## src/rtl/cla_pipe_adder_if.sv

```systemverilog
// Operand/result handshake bundle for cla_pipe_adder.
// When CLA_PIPE_ADDER_OVF_EN is defined, the bundle also carries the signed-overflow flag ovf.
interface cla_pipe_adder_if #(
    parameter int unsigned WIDTH = 8
);
    logic             in_valid;
    logic             in_ready;
    logic [WIDTH-1:0] in0;
    logic [WIDTH-1:0] in1;
    logic             cin;
    logic             out_valid;
    logic             out_ready;
    logic [WIDTH-1:0] sum;
    logic             cout;
`ifdef CLA_PIPE_ADDER_OVF_EN
    logic             ovf;
`endif

    modport master (
        output in_valid, in0, in1, cin, out_ready,
        input  in_ready, out_valid, sum, cout
`ifdef CLA_PIPE_ADDER_OVF_EN
        , input ovf
`endif
    );

    modport slave (
        input  in_valid, in0, in1, cin, out_ready,
        output in_ready, out_valid, sum, cout
`ifdef CLA_PIPE_ADDER_OVF_EN
        , output ovf
`endif
    );
endinterface

```

## src/rtl/cla_pipe_adder.sv

```systemverilog
// Pipelined adder built from 4-bit carry-lookahead groups, with the groups split across STAGES slices.
// Defining CLA_PIPE_ADDER_OVF_EN adds a pipelined signed-overflow output (ovf).
module cla_pipe_adder #(
    parameter int unsigned WIDTH  = 8,
    parameter int unsigned STAGES = 2
) (
    input logic             clk,
    input logic             rst_n,
    cla_pipe_adder_if.slave bus
);
    localparam int unsigned NumGroups = WIDTH / 4;
    localparam int unsigned Base      = NumGroups / STAGES;
    localparam int unsigned Rem       = NumGroups % STAGES;

    typedef struct packed {
        logic             v;
        logic [WIDTH-1:0] a;
        logic [WIDTH-1:0] b;
        logic [WIDTH-1:0] s;
        logic             c;
`ifdef CLA_PIPE_ADDER_OVF_EN
        logic             c_msb;
`endif
    } stage_t;

    // The first Rem slices hold Base+1 groups each; the remaining slices hold Base groups each.
    function automatic int unsigned grp_stage(int unsigned g);
        if (g < Rem * (Base + 1)) return g / (Base + 1);
        return Rem + (g - Rem * (Base + 1)) / Base;
    endfunction

    // Result layout: {group carry-out, carry into bit 3, sum[3:0]}.
    function automatic logic [5:0] cla4(logic [3:0] a, logic [3:0] b, logic ci);
        logic [3:0] p;
        logic [3:0] g;
        logic [3:0] c;
        logic       gg;
        logic       pp;
        p    = a ^ b;
        g    = a & b;
        c[0] = ci;
        c[1] = g[0] | (p[0] & ci);
        c[2] = g[1] | (p[1] & g[0]) | (p[1] & p[0] & ci);
        c[3] = g[2] | (p[2] & g[1]) | (p[2] & p[1] & g[0]) | (p[2] & p[1] & p[0] & ci);
        gg   = g[3] | (p[3] & g[2]) | (p[3] & p[2] & g[1]) | (p[3] & p[2] & p[1] & g[0]);
        pp   = &p;
        return {gg | (pp & ci), c[3], p ^ c};
    endfunction

    stage_t              in_stage;
    stage_t              src [STAGES];
    stage_t [STAGES-1:0] stg_d;
    stage_t [STAGES-1:0] stg_q;
    stage_t              last;
    logic                advance;

    always_comb begin
        in_stage   = '0;
        in_stage.v = bus.in_valid;
        in_stage.a = bus.in0;
        in_stage.b = bus.in1;
        in_stage.c = bus.cin;
    end

    for (genvar s = 0; s < STAGES; s++) begin : g_src
        if (s == 0) begin : g_first
            assign src[s] = in_stage;
        end else begin : g_next
            assign src[s] = stg_q[s-1];
        end
    end

    // Each stage resolves its own slice of groups, rippling the group carry upward.
    always_comb begin
        logic       carry;
        logic [5:0] grp;
        carry = 1'b0;
        grp   = '0;
        stg_d = '0;
        for (int s = 0; s < STAGES; s++) begin
            stg_d[s] = src[s];
            carry    = src[s].c;
            for (int g = 0; g < NumGroups; g++) begin
                if (grp_stage(g) == s) begin
                    grp                  = cla4(src[s].a[4*g +: 4], src[s].b[4*g +: 4], carry);
                    stg_d[s].s[4*g +: 4] = grp[3:0];
                    carry                = grp[5];
`ifdef CLA_PIPE_ADDER_OVF_EN
                    if (g == NumGroups - 1) stg_d[s].c_msb = grp[4];
`endif
                end
            end
            stg_d[s].c = carry;
        end
    end

    always_ff @(posedge clk or negedge rst_n) begin
        if (!rst_n) begin
            stg_q <= '0;
        end else if (advance) begin
            stg_q <= stg_d;
        end
    end

    assign last          = stg_q[STAGES-1];
    assign advance       = !(last.v && !bus.out_ready);
    assign bus.in_ready  = advance;
    assign bus.out_valid = last.v;
    assign bus.sum       = last.s;
    assign bus.cout      = last.c;
`ifdef CLA_PIPE_ADDER_OVF_EN
    assign bus.ovf       = last.c_msb ^ last.c;
`endif

    // All operand bits have been consumed by the time they reach the output stage.
    logic unused_ops;
    assign unused_ops = ^{last.a, last.b};

endmodule

```

## src/flat_wrapper.sv

```systemverilog
// flat-port wrapper written by rule: the top's interface ports become plain ports
module cla_pipe_adder_flat 
#(
    parameter int unsigned WIDTH  = 8,
    parameter int unsigned STAGES = 2
)
  (clk, rst_n, bus_in_valid, bus_in0, bus_in1, bus_cin, bus_out_ready, bus_in_ready, bus_out_valid, bus_sum, bus_cout);
  cla_pipe_adder_if #(.WIDTH(WIDTH)) bus_i ();
  input logic clk;
  input logic rst_n;
  input wire logic [$bits(bus_i.in_valid)-1:0] bus_in_valid;
  input wire logic [$bits(bus_i.in0)-1:0] bus_in0;
  input wire logic [$bits(bus_i.in1)-1:0] bus_in1;
  input wire logic [$bits(bus_i.cin)-1:0] bus_cin;
  input wire logic [$bits(bus_i.out_ready)-1:0] bus_out_ready;
  output wire logic [$bits(bus_i.in_ready)-1:0] bus_in_ready;
  output wire logic [$bits(bus_i.out_valid)-1:0] bus_out_valid;
  output wire logic [$bits(bus_i.sum)-1:0] bus_sum;
  output wire logic [$bits(bus_i.cout)-1:0] bus_cout;
  assign bus_i.in_valid = bus_in_valid;
  assign bus_i.in0 = bus_in0;
  assign bus_i.in1 = bus_in1;
  assign bus_i.cin = bus_cin;
  assign bus_i.out_ready = bus_out_ready;
  assign bus_in_ready = bus_i.in_ready;
  assign bus_out_valid = bus_i.out_valid;
  assign bus_sum = bus_i.sum;
  assign bus_cout = bus_i.cout;
  cla_pipe_adder #(.WIDTH(WIDTH), .STAGES(STAGES)) u_core (.clk(clk), .rst_n(rst_n), .bus(bus_i));
endmodule
```

## config.mk

```make
export PLATFORM = sky130hd
export DESIGN_NAME = cla_pipe_adder_flat
export DESIGN_NICKNAME = d
export VERILOG_FILES = /design/src/rtl/cla_pipe_adder_if.sv /design/src/rtl/cla_pipe_adder.sv /design/src/flat_wrapper.sv
export SDC_FILE = /design/constraint.sdc
export NUM_CORES = 1
export LEC_CHECK = 0
export BUFFER_PORTS_ARGS = -buffer_cell sky130_fd_sc_hd__buf_2
export CAP_MARGIN = 20
export CORE_MARGIN = 2
export CORE_UTILIZATION = 51
export DETAILED_ROUTE_END_ITERATION = 10
export PLACE_DENSITY = 0.8
export RECOVER_POWER = 25
export REMOVE_ABC_BUFFERS = 1
export SLEW_MARGIN = 0
export SYNTH_ARGS = -nofsm -noshare
export SYNTH_HDL_FRONTEND = slang
export SYNTH_SLANG_ARGS = --single-unit
```

## constraint.sdc

```tcl
create_clock -name clk -period 1.5 [get_ports clk]
set_input_delay 0 -clock clk [delete_from_list [all_inputs] [get_ports clk]]
set_output_delay 0 -clock clk [all_outputs]
set_load 0.01 [all_outputs]
```

==> reports/qor.csv <==
stage;metric;value;unit
critical_path;worst path arrival time;1.66;ns
hold_path;HP Class;in -> reg;
placed_design;DP Area;1360;µm²
hold_path;hold path start;bus_cin;
route;DR vias/cell;4.97;
clocking;insertion delay to the later sink of the worst-skew pair;0.31;ns
run;max cap viols;0;
sta;final-report max-slew violation count;0;
final_layout;Layout Area Growth over Synthesis;27.5;%
floorplanning;die width;52.7;µm
clocking;CTS tree;done;
route;DRC viols;0;
yosys;area leader, netlist;dfrtp_1;
global_route;first-pass GRT wire length;3.91;mm
final_layout;most common cell after layout, fill and taps aside;nand2_1;
critical_path;sequence of cells on the critical path;ha_4 > a211oi_4 > o21bai_2 > xnor2_1 > o21ai_1;
clocking;clock transition at the registers of the reported paths;0.13;ns
global_route;GRT overflow;0;
route;drt first pass iters;4;
yosys;Synth cell types;21;
floorplanning;die height;52.7;µm
critical_path;Startpoint Class;register;
floorplanning;Cell Rows;17;
sta;Slew headroom;16.0;%
yosys;Ys Warns;0;
final_layout;Final Core Density;69.0;%
critical_path;reg-to-reg endpoint;u_core.bus.sum[7];
final_layout;# fillers;187;
hold_path;hold depth;4;
placed_design;DP Worst Slack;0.000991;ns
sta;Post-Route Setup TNS;0;ns
floorplanning;Core ar.;2230;µm²
route;DRT iter0 DRCs;12;
final_layout;commonest non-fill, non-tap cells in the layout;nand2_1, buf_2, dfrtp_1, o21ai_1, dlygate4sd3_1;
global_route;total track usage;19.2;%
power_and_ir_drop;Leakage;0.794;nW
clocking;CTS Buf Count;3;
sta;Hold WS;0.0815;ns
sta;Tmin final;1.45;ns
clocking;root buf cell;clkbuf_4;
floorplanning;Initial Util;54.1;%
global_route;vias in the first global route;990;
placed_design;Port Buf Inserts;31;
final_layout;final non-filler cell total;193;
clocking;CTS sink count;24;
placed_design;DP HPWL;1.67;mm
critical_path;Worst EP required;1.71;ns
sta;final setup fails;0;
final_layout;Ant. Diodes;0;
yosys;Syn Area/Cell;9.83;µm²
clocking;H-tree depth;1;
sta;FMAX;691;MHz
placed_design;placed insts;178;
power_and_ir_drop;Max IR drop VDD;0.742;mV
floorplanning;die area;2780;µm²
critical_path;Reg2Reg Depth;5;
sta;Hold Fails Final Rpt;0;
route;Detail Route Antenna Nets;0;
power_and_ir_drop;Power Dens Cells;1260;nW/µm²
hold_path;hold path endpoint;u_core.src[3];
yosys;area of the mapped netlist;1210;µm²
sta;worst clock skew;0.00267;ns
run_status;outcome;finished, final reports clean;
sta;final worst slack;0.0525;ns
critical_path;worst r2r src;u_core.src[13];
sta;fin crit share;96.5;%
critical_path;Reg2Reg Setup Slack;0.05;ns
placed_design;GPL Wtd Cong;0.765;
final_layout;cell area after layout;1540;µm²
global_route;initial antenna violation count;0;
critical_path;Slowest Stage Delay on Critical Path;0.44;ns
clocking;deepest clock path buffer count;2;
global_route;largest net degree at the start of global routing;32;
power_and_ir_drop;total power draw;1.94;mW
critical_path;critical path type;reg -> reg;
sta;Slew @ Worst Pin;1.26;ns
route;routed via count;960;
yosys;Synth top area share;49.7;%
critical_path;Crit Path Max Fanout;2;
floorplanning;I/O pin count;32;
yosys;Seq/Total Area, Yosys;49.7;%
final_layout;share of cells above drive strength 1;27.3;%
final_layout;Net count, final;197;
route;WL/cell;12.5;µm
critical_path;Crit-path slowest cell;dfrtp_1;
yosys;Synth area leaders;dfrtp_1, nand2_1, ha_1;
critical_path;CP Capture Type;register;
yosys;Yosys reg bits;24;
yosys;Gate Count Post-Synth;123;
route;Detailed Route WL;2.42;mm
## power breakdown
| part | total [mW] | switching [mW] | internal (mW) |
|---|---|---|---|
| logic | 0.602 | 0.319 | 0.283 |
| registers | 0.880 | 0.0858 | 0.794 |
| clock network | 0.459 | 0.189 | 0.270 |
## cells by family (layout without fill, tap and decap cells)
logic type      after synthesis  count (layout)  share of synthesized area, %
buf+inv                      12              54                          6.21
fa+ha+maj                    10              10                          11.6
simple gates                 47              47                          15.6
flops                        24              24                          49.7
compound gates               26              26                          14.0
xor+xnor                      4               4                          2.90
## critical path: cells and delay by family (launching register included)
family          cells  cell delay (ns)
compound gates      3             0.46
flops               1             0.44
xor+xnor            1             0.18
fa+ha+maj           1             0.27
## what timing repair did
action	in CTS	in global routing
setup endpoints to repair	1	2
pin swaps	1	1
hold buffers	10	0
endpoints found under the hold margin	33	0
gates resized for setup	0	3
setup buffers	0	1
## synth_stat cells
master and number:
nand2b_1 1, a211oi_1 2, buf_4 1, o21bai_2 2, inv_4 1, fa_1 2
xor2_1 2, dfrtp_1 24, buf_2 1, xnor2_1 2, a211oi_2 2, a21oi_1 8
a21o_1 1, nor2_1 6, nor2b_4 1, nand2_1 39, o21ai_1 10, buf_6 3
inv_1 6, a21o_2 1, ha_1 8
## how the worst max path moves through the flow
stage	from	end	slack (ns)
floorplan	u_core.src[13]	u_core.bus.cout	0.13
global placement	u_core.src[13]	u_core.bus.cout	0.09
detailed placement	u_core.src[13]	u_core.bus.sum[7]	0.001
CTS	u_core.src[13]	u_core.bus.sum[7]	0.03
global route	u_core.src[13]	u_core.bus.sum[7]	-0.02
finish	u_core.src[13]	u_core.bus.sum[7]	0.05
## state kept, by name, summed over array words and instances, names as in the netlist
| signal | flops |
|---|---|
| u_core.bus.cout | 1 |
| u_core.bus.out_valid | 1 |
| u_core.bus.sum | 8 |
| u_core.src | 14 |
## layout make-up
class	instances	area, µm²	share of cell area [%]
sequential	24	601	39.0
multi-input combinational	87	556	36.0
timing repair buffer	43	269	17.5
tap	28	35.0	2.27
clock inverter	1	30.0	1.95
inverter	7	28.8	1.87
clock buffer	3	22.5	1.46
## metal layers
metal | routed length [µm] | up-vias | global-route usage [%]
met5 | 0 | - | 0
li1 | - | 482 | -
met2 | 1260 | 25 | 35.6
met4 | 42 | 0 | 10.7
met1 | 1040 | 449 | 21.1
met3 | 80 | 4 | 2.00
Note: power is estimated with default switching activity, not from simulation.
